===== src/rtl/tamagotchi_pkg.sv =====
// Shared encodings, sprite ROM layout and status-bar segment helper for the tamagotchi display path.
package tamagotchi_pkg;

    localparam logic [4:0] EST_INTRO      = 5'd0;
    localparam logic [4:0] EST_IDLE       = 5'd1;
    localparam logic [4:0] EST_DORMINDO   = 5'd2;
    localparam logic [4:0] EST_COMENDO    = 5'd4;
    localparam logic [4:0] EST_DANDO_AULA = 5'd8;
    localparam logic [4:0] EST_MORTO      = 5'd16;

    localparam int unsigned FRAME_BYTES = 1024;
    localparam int unsigned ROM_FRAMES  = 31;
    localparam int unsigned ROM_BYTES   = ROM_FRAMES * FRAME_BYTES;
    localparam int unsigned ROM_AW      = $clog2(ROM_BYTES);

    localparam logic [7:0] FULL_SEG = 8'hEE;
    localparam logic [7:0] HALF_SEG = 8'hE0;

    typedef enum logic [2:0] {
        S_INTRO,
        S_IDLE,
        S_DORMINDO,
        S_COMENDO,
        S_DANDO_AULA,
        S_MORTO
    } sprite_e;

    // Unknown estado codes fall back to the IDLE animation.
    function automatic sprite_e decode_estado(input logic [4:0] estado);
        case (estado)
            EST_INTRO:      return S_INTRO;
            EST_IDLE:       return S_IDLE;
            EST_DORMINDO:   return S_DORMINDO;
            EST_COMENDO:    return S_COMENDO;
            EST_DANDO_AULA: return S_DANDO_AULA;
            EST_MORTO:      return S_MORTO;
            default:        return S_IDLE;
        endcase
    endfunction

    function automatic logic [3:0] frame_count(input sprite_e s);
        case (s)
            S_INTRO:      return 4'd1;
            S_DORMINDO:   return 4'd4;
            S_COMENDO:    return 4'd5;
            S_DANDO_AULA: return 4'd7;
            S_MORTO:      return 4'd8;
            default:      return 4'd6;
        endcase
    endfunction

    // First frame of each animation inside the packed ROM.
    function automatic logic [4:0] frame_base(input sprite_e s);
        case (s)
            S_INTRO:      return 5'd0;
            S_DORMINDO:   return 5'd7;
            S_COMENDO:    return 5'd11;
            S_DANDO_AULA: return 5'd16;
            S_MORTO:      return 5'd23;
            default:      return 5'd1;
        endcase
    endfunction

    function automatic logic [7:0] seg_byte(input logic [7:0] raw, input logic [2:0] seg);
        logic [7:0] v;
        logic [7:0] half_thr;
        logic [7:0] full_thr;
        v        = (raw > 8'd100) ? 8'd100 : raw;
        half_thr = 8'd100 - 8'(seg) * 8'd20;
        full_thr = half_thr + 8'd10;
        if (v > full_thr) return FULL_SEG;
        if (v > half_thr) return HALF_SEG;
        return 8'h00;
    endfunction

endpackage


===== src/rtl/sprite_rom.sv =====
// Sprite ROM with a registered one-cycle read; output holds when en_i is low.
// Contents are an address-derived image standing in for the hexs/<State>/*.hex artwork.
module sprite_rom
    import tamagotchi_pkg::*;
(
    input  logic              clk,
    input  logic              rst_n,
    input  logic              en_i,
    input  logic [ROM_AW-1:0] addr_i,
    output logic [7:0]        data_o
);

    logic [7:0] data_q;

    function automatic logic [7:0] image_byte(input logic [ROM_AW-1:0] a);
        return 8'(a[7:0] ^ {6'd0, a[9:8]}) + 8'(a[14:10]) * 8'd29;
    endfunction

    always_ff @(posedge clk) begin
        if (!rst_n) begin
            data_q <= 8'h00;
        end else if (en_i) begin
            data_q <= image_byte(addr_i);
        end
    end

    assign data_o = data_q;

endmodule


===== src/rtl/controlador_animacao.sv =====
// Animation controller: frame sequencing on tear-free boundaries plus sprite/status-bar pixel fetch.
// Define STATUS_BARS_EN to overlay the stat bars on the sprite image.
module controlador_animacao
    import tamagotchi_pkg::*;
#(
    parameter int unsigned N_STATS   = 3,
    parameter int unsigned FRAME_DIV = 8388608,
    parameter int unsigned BAR_ROW0  = 8,
    parameter int unsigned BAR_PITCH = 10,
    parameter int unsigned BAR_ROWS  = 5
) (
    input  logic                 clk,
    input  logic                 rst_n,
    input  logic [9:0]           byte_counter,
    input  logic                 byte_req,
    input  logic [4:0]           estado,
    input  logic [N_STATS*8-1:0] stats,
    input  logic                 pause,
    output logic [7:0]           data_to_send,
    output logic                 data_valid,
    output logic [2:0]           frame_idx
);

    localparam int unsigned DIV_W = $clog2(FRAME_DIV);

    logic [DIV_W-1:0]  div_q, div_d;
    logic              pend_q, pend_d;
    logic [2:0]        frame_q, frame_d;
    logic [4:0]        estado_q;
    logic              valid_q;

    sprite_e           spr_c;
    logic [3:0]        n_frames_c;
    logic              tick_c;
    logic              changed_c;
    logic              apply_c;
    logic [2:0]        next_frame_c;
    logic [ROM_AW-1:0] rom_addr_c;
    logic [7:0]        rom_data;

    // Divider, pending-advance flag and frame sequencing.
    always_comb begin
        spr_c      = decode_estado(estado);
        n_frames_c = frame_count(spr_c);
        tick_c     = (div_q == DIV_W'(FRAME_DIV - 1));
        div_d      = tick_c ? '0 : div_q + DIV_W'(1);
        changed_c  = (estado != estado_q);
        apply_c    = byte_req && (byte_counter == 10'd0) && !pause && pend_q;

        if (spr_c == S_MORTO && frame_q == 3'd7) begin
            next_frame_c = frame_q;
        end else if ({1'b0, frame_q} + 4'd1 >= n_frames_c) begin
            next_frame_c = 3'd0;
        end else begin
            next_frame_c = frame_q + 3'd1;
        end

        frame_d = frame_q;
        pend_d  = pend_q | tick_c;
        if (changed_c) begin
            frame_d = 3'd0;
            pend_d  = 1'b0;
        end else if (apply_c) begin
            frame_d = next_frame_c;
            pend_d  = tick_c;
        end

        rom_addr_c = {frame_base(spr_c) + 5'(frame_q), byte_counter};
    end

    always_ff @(posedge clk) begin
        if (!rst_n) begin
            div_q    <= '0;
            pend_q   <= 1'b0;
            frame_q  <= 3'd0;
            estado_q <= EST_INTRO;
            valid_q  <= 1'b0;
        end else begin
            div_q    <= div_d;
            pend_q   <= pend_d;
            frame_q  <= frame_d;
            estado_q <= estado;
            valid_q  <= byte_req;
        end
    end

    sprite_rom u_rom (
        .clk    (clk),
        .rst_n  (rst_n),
        .en_i   (byte_req),
        .addr_i (rom_addr_c),
        .data_o (rom_data)
    );

`ifdef STATUS_BARS_EN
    logic        bar_hit_c, bar_hit_q;
    logic [7:0]  bar_byte_c, bar_byte_q;
    int unsigned row_c;

    // Lowest-numbered bar claims the byte where regions overlap.
    always_comb begin
        bar_hit_c  = 1'b0;
        bar_byte_c = 8'h00;
        row_c      = 32'(byte_counter[9:3]);
        for (int unsigned k = 0; k < N_STATS; k++) begin
            if (!bar_hit_c && spr_c != S_INTRO
                && byte_counter[2:0] >= 3'd1 && byte_counter[2:0] <= 3'd5
                && row_c >= BAR_ROW0 + k * BAR_PITCH
                && row_c <  BAR_ROW0 + k * BAR_PITCH + BAR_ROWS) begin
                bar_hit_c  = 1'b1;
                bar_byte_c = seg_byte(stats[8*k +: 8], byte_counter[2:0]);
            end
        end
    end

    always_ff @(posedge clk) begin
        if (!rst_n) begin
            bar_hit_q  <= 1'b0;
            bar_byte_q <= 8'h00;
        end else if (byte_req) begin
            bar_hit_q  <= bar_hit_c;
            bar_byte_q <= bar_byte_c;
        end
    end

    assign data_to_send = bar_hit_q ? bar_byte_q : rom_data;
`else
    localparam int unsigned UNUSED_BAR_CFG = BAR_ROW0 + BAR_PITCH + BAR_ROWS;
    logic unused_stats;
    assign unused_stats = ^stats;
    assign data_to_send = rom_data;
`endif

    assign data_valid = valid_q;
    assign frame_idx  = frame_q;

endmodule


===== config.mk =====
export PLATFORM = sky130hd
export DESIGN_NAME = controlador_animacao
export DESIGN_NICKNAME = d
export VERILOG_FILES = /design/src/rtl/tamagotchi_pkg.sv /design/src/rtl/sprite_rom.sv /design/src/rtl/controlador_animacao.sv
export SDC_FILE = /design/constraint.sdc
export NUM_CORES = 1
export LEC_CHECK = 0
export BUFFER_PORTS_ARGS = -buffer_cell sky130_fd_sc_hd__buf_2
export CAP_MARGIN = 10
export CORE_MARGIN = 2
export CORE_UTILIZATION = 31
export DETAILED_ROUTE_END_ITERATION = 7
export HOLD_SLACK_MARGIN = 0.02
export PLACE_DENSITY_LB_ADDON = 0.1
export RECOVER_POWER = 25
export SETUP_SLACK_MARGIN = 0.02
export SLEW_MARGIN = 25
export SYNTH_ARGS = -nofsm -noshare
export SYNTH_HDL_FRONTEND = slang
export SYNTH_SLANG_ARGS = --single-unit

===== constraint.sdc =====
create_clock -name clk -period 6.3 [get_ports clk]
set_input_delay 0.945 -clock clk [delete_from_list [all_inputs] [get_ports clk]]
set_output_delay 0.945 -clock clk [all_outputs]
set_load 0.01 [all_outputs]

# Word-level counts from Yosys, hierarchy flattened
# Cells that the tools add are included.
[word_totals]
register_bits = 41
inputBits = 43
elab_cells = 44
[classes]
add_sub_neg = 5
mul = 1
n_lt_le_gt_ge = 1
n_eq_ne = 11
muxes = 5
n_bitwise = 4
reduce_logical = 11
[op_table]
columns = ["op", "n"]
rows = [
  ["$pmux W5 S5", 1],
  ["$add A23 B1 Y23 const B", 1],
  ["$eq A23 B23 Y1 const B", 1],
  ["$pmux W4 S5", 1],
  ["$pmux W3 S5", 1],
  ["$logic_not A10 Y1", 1],
  ["$eq A3 B3 Y1 const B", 3],
  ["$add A8 B8 Y8", 1],
  ["$mul A5 B5 Y8 const B", 1],
  ["$xor A8 B2 Y8", 1],
  ["$eq A3 B2 Y1 const B", 2],
  ["$add A5 B3 Y5", 1],
  ["$eq A5 B2 Y1 const B", 1],
  ["$eq A5 B3 Y1 const B", 1],
  ["$eq A5 B4 Y1 const B", 1],
  ["$eq A5 B5 Y1 const B", 1],
  ["$logic_not A5 Y1", 1],
  ["$ne A5 B5 Y1", 1],
  ["$add A3 B1 Y4 const B", 1],
  ["$ge A4 B4 Y1", 1],
  ["$logic_and A1 B1 Y1", 4],
  ["$reduce_or A2 Y1", 2],
  ["$add A3 B1 Y3 const B", 1],
  ["$logic_not A3 Y1", 1],
  ["6 further kinds", 7],
]

# Longest topological paths before layout
# Gate-level depths: netlist of the first run.
[depth]
ltp_word = 7
mapped_depth = 26
ltp_nobuf = 25

# Modules after synthesis
# A second synthesis of the first run with hierarchy kept.
[unflattened]
hier_cells = 326
area_unflattened_um2 = 2890.3
[modules_own_cells]
columns = ["module", "n_inst", "cells_each", "area_per_inst_um2", "seq_area_each_um2"]
rows = [
  ["controlador_animacao", 1, 228, 1936.9, 660.6],
  ["sprite_rom", 1, 98, 953.4, 160.2],
]

# Least setup slack after synthesis of the first run
# Ideal clock, no wire load.
[synth_timing]
kind = "input to register"
from = "in estado[1]"
to = "reg u_rom.data_q[7], in the netlist u_rom.data_o[7]"
setup_ns = 0.106
arrival_time_ns = 6.006
required_time_ns = 6.194
setup_slack_ns = 0.188
stages = 22
path_cell_list = "clkbuf_1 nor4_1 inv_1 ha_1 a31oi_1 nor2_1 and2_1 or2_2 ha_1 fa_1 xor2_1 inv_1 fa_1 fa_1 fa_1 inv_1 ha_1 o21ai_0 nor2_1 nor3_1 o211ai_1 o311ai_0"
[synth_between]
elab_chain_cells = 7
[synth_lines]
columns = ["element", "line_no", "source"]
rows = [
  ["start: declaration", "controlador_animacao.sv:16", "input logic [4:0] estado,"],
  ["$eq A5 B5 Y1 (tied with other cells)", "tamagotchi_pkg.sv:30", "case (estado)"],
  ["$pmux W3 S5 (*)", "tamagotchi_pkg.sv:30", ""],
  ["$eq A3 B3 Y1 (tied with other cells)", "tamagotchi_pkg.sv:54", "case (s)"],
  ["$pmux W5 S5 (*)", "tamagotchi_pkg.sv:54", ""],
  ["$add A5 B3 Y5 (*)", "controlador_animacao.sv:68", "rom_addr_c = {frame_base(spr_c) + 5'(frame_q), byte_counter};"],
  ["$mul A5 B5 Y8 (*)", "sprite_rom.sv:16", "return 8'(a[7:0] ^ {6'd0, a[9:8]}) + 8'(a[14:10]) * 8'd29;"],
  ["$add A8 B8 Y8 (*)", "sprite_rom.sv:16", ""],
  ["end signal: assignment", "sprite_rom.sv:23", "data_q <= image_byte(addr_i);"],
  ["end: declaration", "sprite_rom.sv:13", "logic [7:0] data_q;"],
]
# Mark *: on every way between the ends. The rest lies on a longest branch, timed or not.
# A chain may end at the register's enable or synchronous reset.

# Worst setup path after layout of the first run
# Same ends and word-level chain as after synthesis.

==> summary.md, run 1 <==
| Metric | Value |
|---|---|
| Outcome | `finished, final reports clean` |
| Core region area | `9110 um^2` |
| Syn_area_per_cell | `roughly 9 um^2` |
| F_max | `0.173 GHz` |
| Crit path kind | `input port to flop` |
| Crit path launch type | `input port` |
| Final min period | `around 5.8 ns` |
| Row count | `35` |
| Top FF cell, synth | `dfxtp_1` |
| Top delay family on crit path | `adder cells` |
| Drt initial violations | `a little under 50` |
| Routed vias | `2272` |
| Synth async-reset ratio | `0%` |
| Leak | `1.46 nW` |
| Die Span X | `100 um` |
| # clock sinks | `41` |
| Worst slew pin tran | `0.962 ns` |
| Worst path most repeated cell | `fa_1` |
| Max stage delay on crit path | `0.55 ns` |
| Post-synthesis sequential area ratio | `28.5%` |
| Post-layout util | `36.7%` |
| Switching Fraction | `between 20% and 30%` |
| Worst-path maximum fanout | `4` |
| Fraction of layout cells with a size suffix above 1 | `14.9%` |
| CTS H-tree lvls | `2` |
| GRT Util Overall | `12.7%` |
| Worst endpoint data arrival time | `approximately 6 ns` |
| FF/Latch Area | `a little over 800 um^2` |
| Total gr overflow | `0` |
| Fill count | `950` |
| Slowest CP cell | `fa_1` |
| Post-CTS Setup Inserts | `0` |
| Crit path buf inv count | `6` |
| CTS buffer count | `5` |
| Final Hold Vio Count | `0` |
| Clk slew on worst S/H paths | `0.08 ns` |
| Antenna violations before repair | `0` |
| Multi-input gate area | `roughly 1900 um^2` |
| Final RePlAce weighted congestion | `approximately 0.79` |
| IO Pins | `55` |
| Drt wl/cell | `roughly 12 um` |
| Starting density of the core | `a little under a third` |
| Worst-Skew Late Latency | `0.29 ns` |
| Clock Path Buffers | `2` |
| CP Capture Type | `flop` |
| Pwr dens | `a little under 200 nW/um^2` |
| #FFs+latches synth | `between 40 and 50` |
| First-pass GRT wire length | `about 10 mm` |
| Max_cap viols | `0` |
| Root buffer cell | `clkbuf_8` |
| Mapped Area | `2880 um^2` |
| Slew headroom | `between 30 and 40%` |
| Final ANT Viol Nets | `0` |
| Period Utilization, post-route | `91.7%` |
| Gate power share | `24.4%` |
| Final Max Slew Viols | `0` |
| Antenna cell count | `0` |
| Net Count, Synth | `403` |
| DP HPWL | `4.62 mm` |
| Fin Setup TNS | `0 ns` |
| RSZ-0062 raised after global routing | `no` |
| Sw power | `0.188 mW` |
| Part of the power in registers | `a little over two fifths` |
| DR DRC count | `0` |
| Area Growth Syn to Fin | `16.3%` |
| Final Skew | `0.00540 ns` |
| Die area | `between 10000 and 15000 um^2` |
| Largest net degree at the start of global routing | `26` |
| Vias/cell | `about 4.8` |
| Internal power | `roughly 0.48 mW` |
| Layout Nets | `444` |
| TritonRoute pass-1 iters | `4` |
| Number of global-route vias before repair | `2151` |
| # port buffers | `30` |
| Synth warn | `0` |
| Die extent in y | `100 um` |
| Clock Power Share | `33.6%` |
| Number of synthesized flops with an enable pin | `0` |
| VDD IR-drop max | `85.6 uV` |
| Final WL | `5.86 mm` |
| TritonCTS clock tree | `built` |
| Yosys cell types | `45` |
| CP Data Required Time | `6.49 ns` |
| Syn Inst Count | `320` |
| Final setup fails | `0` |
| Min-Delay Path Class | `flop to flop` |
## what timing repair did
action	in CTS	in global routing
resized for setup	0	1
setup endpoints to repair	0	2
hold buffers	0	0
## final timing paths
| path | start | end | slack, ns | depth (start not counted) |
|---|---|---|---|---|
| min | div_q[0]$_SDFF_PP0_ | div_q[0]$_SDFF_PP0_ | 0.47 | 1 |
| min reg2reg | div_q[0]$_SDFF_PP0_ | div_q[0]$_SDFF_PP0_ | 0.47 | 1 |
| max reg2reg | frame_idx[0]$_SDFFE_PP0P_ | u_rom.data_o[7]$_SDFFE_PN0P_ | 2.25 | 15 |
| max | estado[1] | u_rom.data_o[7]$_SDFFE_PN0P_ | 0.52 | 25 |
## cells by family (layout without fill, tap and decap cells)
kind of cell	after synthesis	in the layout	synth area share [%]
AND/OR/NAND/NOR	124	124	24.7
flip-flops	41	41	28.5
adder cells (fa/ha/maj)	40	40	20.3
AO/OA/AOI/OAI	37	37	8.48
XOR/XNOR	37	37	11.3
buffers and inverters	35	77	4.74
multiplexers	6	6	2.09
## flip-flops by register name (all words and copies together), names as in the netlist
| signal | flops |
|---|---|
| estado_q | 5 |
| frame_idx | 3 |
| data_valid | 1 |
| u_rom.data_o | 8 |
| div_q | 23 |
| pend_q | 1 |
## metrics by stage
stage	total power, mW	setup slack (ns)	instance area, um^2	hold WS, ns	instances
2_1_floorplan	0.394	0.188	2880	0.430	320
3_3_place_gp	0.450	0.0690	3230	0.450	465
3_5_place_dp	0.452	0.103	3230	0.453	465
4_1_cts	0.679	0.396	3350	0.473	473
5_1_grt	0.712	0.106	3350	0.508	473
6_report	0.664	0.523	3350	0.466	473
## synth_stat cells (2+ instances only)
cell,instances,area share (%)
clkbuf_1,6,0.78
a21oi_1,10,1.7
o21ai_0,6,1.0
nor4b_1,2,0.61
fa_1,11,7.7
xor2_1,16,4.9
or3_1,3,0.65
nand3b_1,3,0.78
inv_1,25,3.3
a211oi_1,3,0.78
mux2i_1,6,2.1
buf_2,4,0.70
and3_1,5,1.1
a21o_1,4,1.0
nand2_1,16,2.1
a21boi_1,2,0.52
nand4_4,2,1.5
and2_1,10,2.2
nand3_1,13,2.3
xnor2_1,21,6.4
ha_1,29,13
o311ai_0,2,0.61
dfxtp_1,41,29
a21boi_0,2,0.52
nor2b_1,7,1.5
or4_1,3,0.78
o31ai_1,3,0.78
nand2b_1,4,0.87
nand4_1,5,1.1
nor4_1,6,1.3
nor2_1,31,4.0
or2_2,3,0.65
nor3_1,4,0.70
## final cells by class
class / instances / area share, %
Clock inverter: 2 / 1.12
Inverter: 25 / 2.80
Timing Repair Buffer: 44 / 7.36
Clock buffer: 6 / 2.47
Sequential cell: 41 / 24.5
Tap cell: 111 / 4.15
Multi-Input combinational cell: 244 / 57.6
## routing by layer
layer | GRT usage (%) | part of all wire [%]
met1 | 17.8 | 51
met2 | 19.6 | 44
met3 | 3.13 | 3.8
met4 | 3.16 | 1.0
met5 | 0 | 0
## layout by cell type (no fill, tap or decap), types with 5 or more instances in the layout
master / count
nor4_1: 5
clkbuf_1: 7
xor2_1: 16
nor2_1: 31
and2_1: 9
o21ai_0: 6
buf_2: 23
nor2b_1: 7
nand4_1: 5
xnor2_1: 21
nand2_1: 16
buf_4: 14
a21oi_1: 10
ha_1: 29
dfxtp_1: 41
fa_1: 11
inv_1: 25
clkbuf_8: 6
and3_1: 5
mux2i_1: 6
nand3_1: 13
## power groups by stage
stage / sequential [mW] / combinational (mW) / clock (mW)
finish: 0.279 / 0.162 / 0.223
global route: 0.281 / 0.190 / 0.242
CTS: 0.279 / 0.168 / 0.231
detailed placement: 0.285 / 0.167 / 0
global placement: 0.286 / 0.165 / 0
floorplan: 0.289 / 0.105 / 0
No activity file was read; power rests on OpenSTA's default activity.
==> run 2: changes to the inputs <==
--- a/config.mk
+++ b/config.mk
@@ -8,9 +8,8 @@
 export BUFFER_PORTS_ARGS = -buffer_cell sky130_fd_sc_hd__buf_2
 export CAP_MARGIN = 10
 export CORE_MARGIN = 2
-export CORE_UTILIZATION = 31
+export CORE_UTILIZATION = 50
 export DETAILED_ROUTE_END_ITERATION = 7
-export HOLD_SLACK_MARGIN = 0.02
 export PLACE_DENSITY_LB_ADDON = 0.1
 export RECOVER_POWER = 25
 export SETUP_SLACK_MARGIN = 0.02
==> run 2 against run 1 <==
Utilization is 22 points higher; setup slack got worse by 0.18 ns; via count is the same; sequential power barely moved; clock-buffer cell count stayed put; die area is 37% lower; clock power is 22% lower; critical endpoint unchanged; largest power group unchanged.
==> summary.md, run 2 (same netlist as run 1, synthesis figures left out) <==
| Metric | Value |
|---|---|
| Clock Path Buffers | `2 (unchanged)` |
| Routed vias | `2272 (unchanged)` |
| Final Power | `0.610 mW (-8.2%)` |
| Min-Delay Path Class | `flop to flop` |
| IO Pins | `55 (unchanged)` |
| Layout Nets | `440 (-0.90%)` |
| # port buffers | `30 (unchanged)` |
| WHS | `0.471 ns (+0.00524 ns)` |
| Dpl cell area | `3150 um^2 (-2.4%)` |
| TritonCTS clock tree | `built` |
| Finished Cell Area | `3250 um^2 (-3.0%)` |
| F_max | `0.168 GHz (-3.1%)` |
| Worst path most repeated cell | `fa_1` |
| First-pass GRT wire length | `9.34 mm (-9.8%)` |
| Core region area | `5540 um^2 (-39%)` |
| Row count | `27 (-23%)` |
| Final Hold Vio Count | `0 (unchanged)` |
| Post_cts resized | `0 (unchanged)` |
| FF-to-FF path depth | `15 (unchanged)` |
| Final RePlAce weighted congestion | `0.803 (+2.0%)` |
| Worst slew pin tran | `0.934 ns (-0.0277 ns)` |
| R2r startpoint | `frame_idx[0]$_SDFFE_PP0P_` |
| Area Growth Syn to Fin | `12.8%` |
| DP HPWL | `4.34 mm (-6.1%)` |
| Worst endpoint data arrival time | `6.10 ns (+0.13 ns)` |
| RSZ-0062 raised after global routing | `no` |
| Crit path launch type | `input port` |
| Max stage delay on crit path | `0.56 ns (about the same)` |
| Antenna cell count | `0 (unchanged)` |
| VDD IR-drop max | `122 uV (+42%)` |
| Final setup fails | `0 (unchanged)` |
| Fraction of layout cells with a size suffix above 1 | `14.6% (-0.35 points)` |
| Final Skew | `0.00561 ns (+0.000203 ns)` |
| Final WL | `5.48 mm (-6.5%)` |
| Die area | `6380 um^2 (-37%)` |
| Commonest non-fill, non-tap cells in the layout | `dfxtp_1 (41), nor2_1 (31), ha_1 (29)` |
| CP Data Required Time | `6.44 ns (-0.05 ns)` |
| Final Max Slew Viols | `0 (unchanged)` |
| Outcome | `finished, final reports clean` |
| DR DRC count | `0 (unchanged)` |
| Wl on met1 | `2.64 mm (-12%)` |
| Fin Setup TNS | `0 ns (unchanged)` |
| Max_cap viols | `0 (unchanged)` |
| Post-layout util | `58.6% (+22 points)` |
| Number of global-route vias before repair | `2090 (-2.8%)` |
| Setup crit start | `estado[1]` |
| Largest net degree at the start of global routing | `26 (unchanged)` |
| Top layer in use | `met4` |
| GRT Util Overall | `18.3% (+5.6 points)` |
| Reg2reg end | `u_rom.data_o[7]$_SDFFE_PN0P_` |
| CTS H-tree lvls | `2 (unchanged)` |
| Crit path kind | `input port to flop` |
| Largest Register | `div_q` |
| Slowest CP cell | `fa_1` |
| Drt wl/cell | `12.8 um (+3.1%)` |
| Worst-path maximum fanout | `4 (unchanged)` |
| Drt initial violations | `69 (+41%)` |
| Max reg flops | `23 (unchanged)` |
| Die extent in y | `79.9 um (-20%)` |
| # clock sinks | `41 (unchanged)` |
| Most common cell after layout, fill and taps aside | `dfxtp_1` |
| Total gr overflow | `0 (unchanged)` |
| CP Capture Type | `flop` |
| Leak | `1.44 nW (-1.9%)` |
| Worst-Skew Late Latency | `0.29 ns (about the same)` |
| Root buffer cell | `clkbuf_8` |
| Antenna violations before repair | `0 (unchanged)` |
| TritonRoute pass-1 iters | `4 (unchanged)` |
| Met3 Routed Length | `181 um (-19%)` |
| Die Span X | `79.9 um (-20%)` |
| Slew headroom | `37.7% (+1.8 points)` |
| Period Utilization, post-route | `94.6% (+2.9 points)` |
| Final ANT Viol Nets | `0 (unchanged)` |
| Starting density of the core | `51.9% (+20 points)` |
| Post-CTS Setup Inserts | `0 (unchanged)` |
| Met2 WL | `2.61 mm (+0.69%)` |
| Vias/cell | `5.30 (+10%)` |
| Worst R2R Setup Slack | `2.18 ns (-0.07 ns)` |
| CTS buffer count | `5 (unchanged)` |
| Worst setup path endpoint | `u_rom.data_o[7]$_SDFFE_PN0P_` |
| Hold buffer count at CTS | `0 (unchanged)` |
| Final min period | `5.96 ns (+0.182 ns)` |
| Clk slew on worst S/H paths | `0.07 ns (about the same)` |
| Pwr dens | `188 nW/um^2 (-5.3%)` |
## run 2: changes by cell type in the layout (fill, tap and decap cells not counted), moves of 2 or more
cell	previous run	this run
and2_1	9	6
and2_0	1	4
buf_4	14	10
buf_2	23	25
clkbuf_1	7	5
## run 2: critical path: cells and delay by family
| kind | cells | cell delay [ns] |
|---|---|---|
| buf+inv | 6 | 0.61 |
| xor+xnor | 2 | 0.27 |
| fa+ha+maj | 7 | 2.72 |
| simple gates | 6 | 0.98 |
| compound gates | 4 | 0.58 |
## run 2: per-stage QoR
stage / std cells / setup slack, ns
floorplan: 320 / 0.188
global placement: 422 / 0.109
detailed placement: 422 / 0.00413
CTS: 429 / 0.304
global route: 429 / 0.0341
finish: 429 / 0.341
## run 2: worst min-delay path by stage
stage / from / end / slack (ns) / cells past startpoint
floorplan: div_q[0]$_SDFF_PP0_ / div_q[0]$_SDFF_PP0_ / 0.43 / 1
global placement: div_q[0]$_SDFF_PP0_ / div_q[0]$_SDFF_PP0_ / 0.45 / 1
detailed placement: div_q[0]$_SDFF_PP0_ / div_q[0]$_SDFF_PP0_ / 0.46 / 1
CTS: div_q[0]$_SDFF_PP0_ / div_q[0]$_SDFF_PP0_ / 0.48 / 1
global route: div_q[0]$_SDFF_PP0_ / div_q[0]$_SDFF_PP0_ / 0.52 / 1
finish: div_q[0]$_SDFF_PP0_ / div_q[0]$_SDFF_PP0_ / 0.47 / 1
## run 2: final cells by class
type / instances / area [um^2]
clock buffers: 6 / 82.6
multi-input cells: 244 / 1930
flip-flops and latches: 41 / 821
fillers: 523 / 2290
well taps: 72 / 90.1
repair buffers: 40 / 219
inverters: 25 / 93.8
clock inverters: 1 / 7.51
## run 2: routing by layer
metal  track usage, %  up-vias
li1                 -     1166
met1             22.9     1069
met2             32.4       30
met3             3.51        7
met4             4.58        0
met5                0        -
## run 2: report_power, final
| group | internal [mW] | switching, mW | leakage [nW] |
|---|---|---|---|
| sequential | 0.272 | 0.00680 | 0.334 |
| clock | 0.0866 | 0.0864 | 0.0433 |
| combinational | 0.0716 | 0.0860 | 1.06 |
==> run 3: changes to the inputs <==
--- a/config.mk
+++ b/config.mk
@@ -11,7 +11,7 @@
 export CORE_UTILIZATION = 50
 export DETAILED_ROUTE_END_ITERATION = 7
 export PLACE_DENSITY_LB_ADDON = 0.1
-export RECOVER_POWER = 25
+export RECOVER_POWER = 100
 export SETUP_SLACK_MARGIN = 0.02
 export SLEW_MARGIN = 25
 export SYNTH_ARGS = -nofsm -noshare
==> run 3 against run 2 <==
Die area did not move; critical path type unchanged; non-clock buffer count did not move; final area fell by 1.5%; clock power barely moved; clock-buffer cell count did not move; largest power group unchanged; fmax fell by 0.29%; register-to-register slack barely moved.
==> summary.md, run 3 (same netlist as run 1, synthesis figures left out) <==
| Metric | Value |
|---|---|
| Final WL | `5.46 mm (-0.38%)` |
| Placed cells | `422 (unchanged)` |
| Antenna cell count | `0 (unchanged)` |
| CP Capture Type | `flop` |
| Sw power | `0.180 mW (+0.15%)` |
| First-pass GRT wire length | `9.34 mm (unchanged)` |
| Routed vias | `2277 (+0.22%)` |
| Min-Delay Path Class | `flop to flop` |
| # clock sinks | `41 (unchanged)` |
| Post-CTS Setup Inserts | `0 (unchanged)` |
| CP Data Required Time | `6.44 ns (about the same)` |
| Final Hold Vio Count | `0 (unchanged)` |
| Drt wl/cell | `12.7 um (-0.38%)` |
| Clock Power Share | `28.5% (about the same)` |
| Dpl cell area | `3150 um^2 (unchanged)` |
| Final RePlAce weighted congestion | `0.803 (unchanged)` |
| Clk slew on worst S/H paths | `0.07 ns (about the same)` |
| Hold buffer count at CTS | `0 (unchanged)` |
| Starting density of the core | `51.9% (unchanged)` |
| DR DRC count | `0 (unchanged)` |
| Worst path most repeated cell | `fa_1` |
| WHS | `0.471 ns (+0.00000800 ns)` |
| Worst endpoint data arrival time | `6.12 ns (+0.02 ns)` |
| GRT Util Overall | `18.3% (unchanged)` |
| Final Max Slew Viols | `0 (unchanged)` |
| Die Span X | `79.9 um (unchanged)` |
| Max reg flops | `23 (unchanged)` |
| Pre-CTS WS | `0.00413 ns (unchanged)` |
| Internal power | `0.428 mW (-0.54%)` |
| Setup WS post-layout | `0.323 ns (-0.0173 ns)` |
| Final ANT Viol Nets | `0 (unchanged)` |
| Core region area | `5540 um^2 (unchanged)` |
| Clock Path Buffers | `2 (unchanged)` |
| Final min period | `5.98 ns (+0.0173 ns)` |
| DP HPWL | `4.34 mm (unchanged)` |
| CTS buffer count | `5 (unchanged)` |
| Drt initial violations | `52 (-25%)` |
| TritonRoute pass-1 iters | `4 (unchanged)` |
| Final Skew | `0.00552 ns (-0.0000833 ns)` |
| Max_cap viols | `0 (unchanged)` |
| Root buffer cell | `clkbuf_8` |
| VDD IR-drop max | `122 uV (about the same)` |
| Finished Cell Area | `3200 um^2 (-1.5%)` |
| Max stage delay on crit path | `0.56 ns (about the same)` |
| Crit path launch type | `input port` |
| Fill count | `529 (+1.1%)` |
| Worst-Skew Late Latency | `0.29 ns (about the same)` |
| CTS H-tree lvls | `2 (unchanged)` |
| Fraction of layout cells with a size suffix above 1 | `11.2% (-3.4 points)` |
| F_max | `0.167 GHz (-0.29%)` |
| Slew headroom | `38.6% (+0.92 points)` |
| Largest net degree at the start of global routing | `26 (unchanged)` |
| # port buffers | `30 (unchanged)` |
| Final setup fails | `0 (unchanged)` |
| Worst slew pin tran | `0.920 ns (-0.0138 ns)` |
| TritonCTS clock tree | `built` |
| IO Pins | `55 (unchanged)` |
| Antenna violations before repair | `0 (unchanged)` |
| Period Utilization, post-route | `94.9% (+0.27 points)` |
| Layout Nets | `440 (unchanged)` |
| Number of global-route vias before repair | `2090 (unchanged)` |
| Commonest non-fill, non-tap cells in the layout | `dfxtp_1 (41), nor2_1 (31), ha_1 (29)` |
| Area Growth Syn to Fin | `11.1%` |
| Die extent in y | `79.9 um (unchanged)` |
| Final Power | `0.607 mW (-0.33%)` |
| Row count | `27 (unchanged)` |
| Leak | `1.36 nW (-5.2%)` |
| Outcome | `finished, final reports clean` |
| Post-layout util | `57.7% (-0.86 points)` |
| Largest Register | `div_q` |
| Switching Fraction | `29.6% (+0.14 points)` |
| Crit path kind | `input port to flop` |
| Gate power share | `25.6% (-0.3 points)` |
| Part of the power in registers | `45.9% (+0.2 points)` |
| Slowest CP cell | `fa_1` |
| Total gr overflow | `0 (unchanged)` |
| Most common cell after layout, fill and taps aside | `dfxtp_1` |
| Worst-path maximum fanout | `4 (unchanged)` |
| Die area | `6380 um^2 (unchanged)` |
| Fin Setup TNS | `0 ns (unchanged)` |
| RSZ-0062 raised after global routing | `no` |
| Finished Layout Cells | `429 (unchanged)` |
| Vias/cell | `5.31 (+0.22%)` |
| Pwr dens | `190 nW/um^2 (+1.1%)` |
==> run 3: cell count changes in the layout (fill, tap and decap cells not counted), sizes merged <==
cell	delta
buf	-10
clkbuf	+10
==> run 3: critical path, delay by kind of cell <==
| kind | cells | cell delay (ns) |
|---|---|---|
| compound gates | 4 | 0.57 |
| xor+xnor | 2 | 0.27 |
| fa+ha+maj | 7 | 2.72 |
| buf+inv | 6 | 0.61 |
| simple gates | 6 | 0.99 |
==> run 3: timing repair <==
action	in CTS	in global routing
resized for setup	0	2
endpoints found under the setup margin	0	1
endpoints found under the hold margin	0	0
==> run 3: area by class of cell <==
class / count / area, um^2 / area share, %
Multi-Input combinational cell: 244 / 1900 / 59.5
Sequential cell: 41 / 821 / 25.7
Timing Repair Buffer: 40 / 201 / 6.30
Inverter: 25 / 93.8 / 2.93
Tap cell: 72 / 90.1 / 2.82
Clock buffer: 6 / 82.6 / 2.58
Clock inverter: 1 / 7.51 / 0.235
==> run 3: power by group through the flow <==
stage	registers [mW]	clock network, mW	logic [mW]
2_1_floorplan	0.289	0	0.105
3_3_place_gp	0.284	0	0.156
3_5_place_dp	0.285	0	0.160
4_1_cts	0.279	0.181	0.161
5_1_grt	0.281	0.193	0.178
6_report	0.279	0.173	0.155
==> run 3: path summary, 6_finish.rpt <==
path	startpoint	to	slack [ns]	cells past startpoint
max	estado[1]	u_rom.data_o[7]$_SDFFE_PN0P_	0.32	25
min	div_q[0]$_SDFF_PP0_	div_q[0]$_SDFF_PP0_	0.47	1
max reg2reg	frame_idx[0]$_SDFFE_PP0P_	u_rom.data_o[7]$_SDFFE_PN0P_	2.18	15
min reg2reg	div_q[0]$_SDFF_PP0_	div_q[0]$_SDFF_PP0_	0.47	1
==> run 3: layer usage <==
layer | routed length, um | vias to the layer above | GRT usage [%] | part of all wire, %
met1 | 2600 | 1076 | 22.9 | 48
met2 | 2610 | 34 | 32.4 | 48
met4 | 57 | 0 | 4.58 | 1.0
met5 | 0 | - | 0 | 0
met3 | 191 | 7 | 3.51 | 3.5
li1 | - | 1160 | - | -
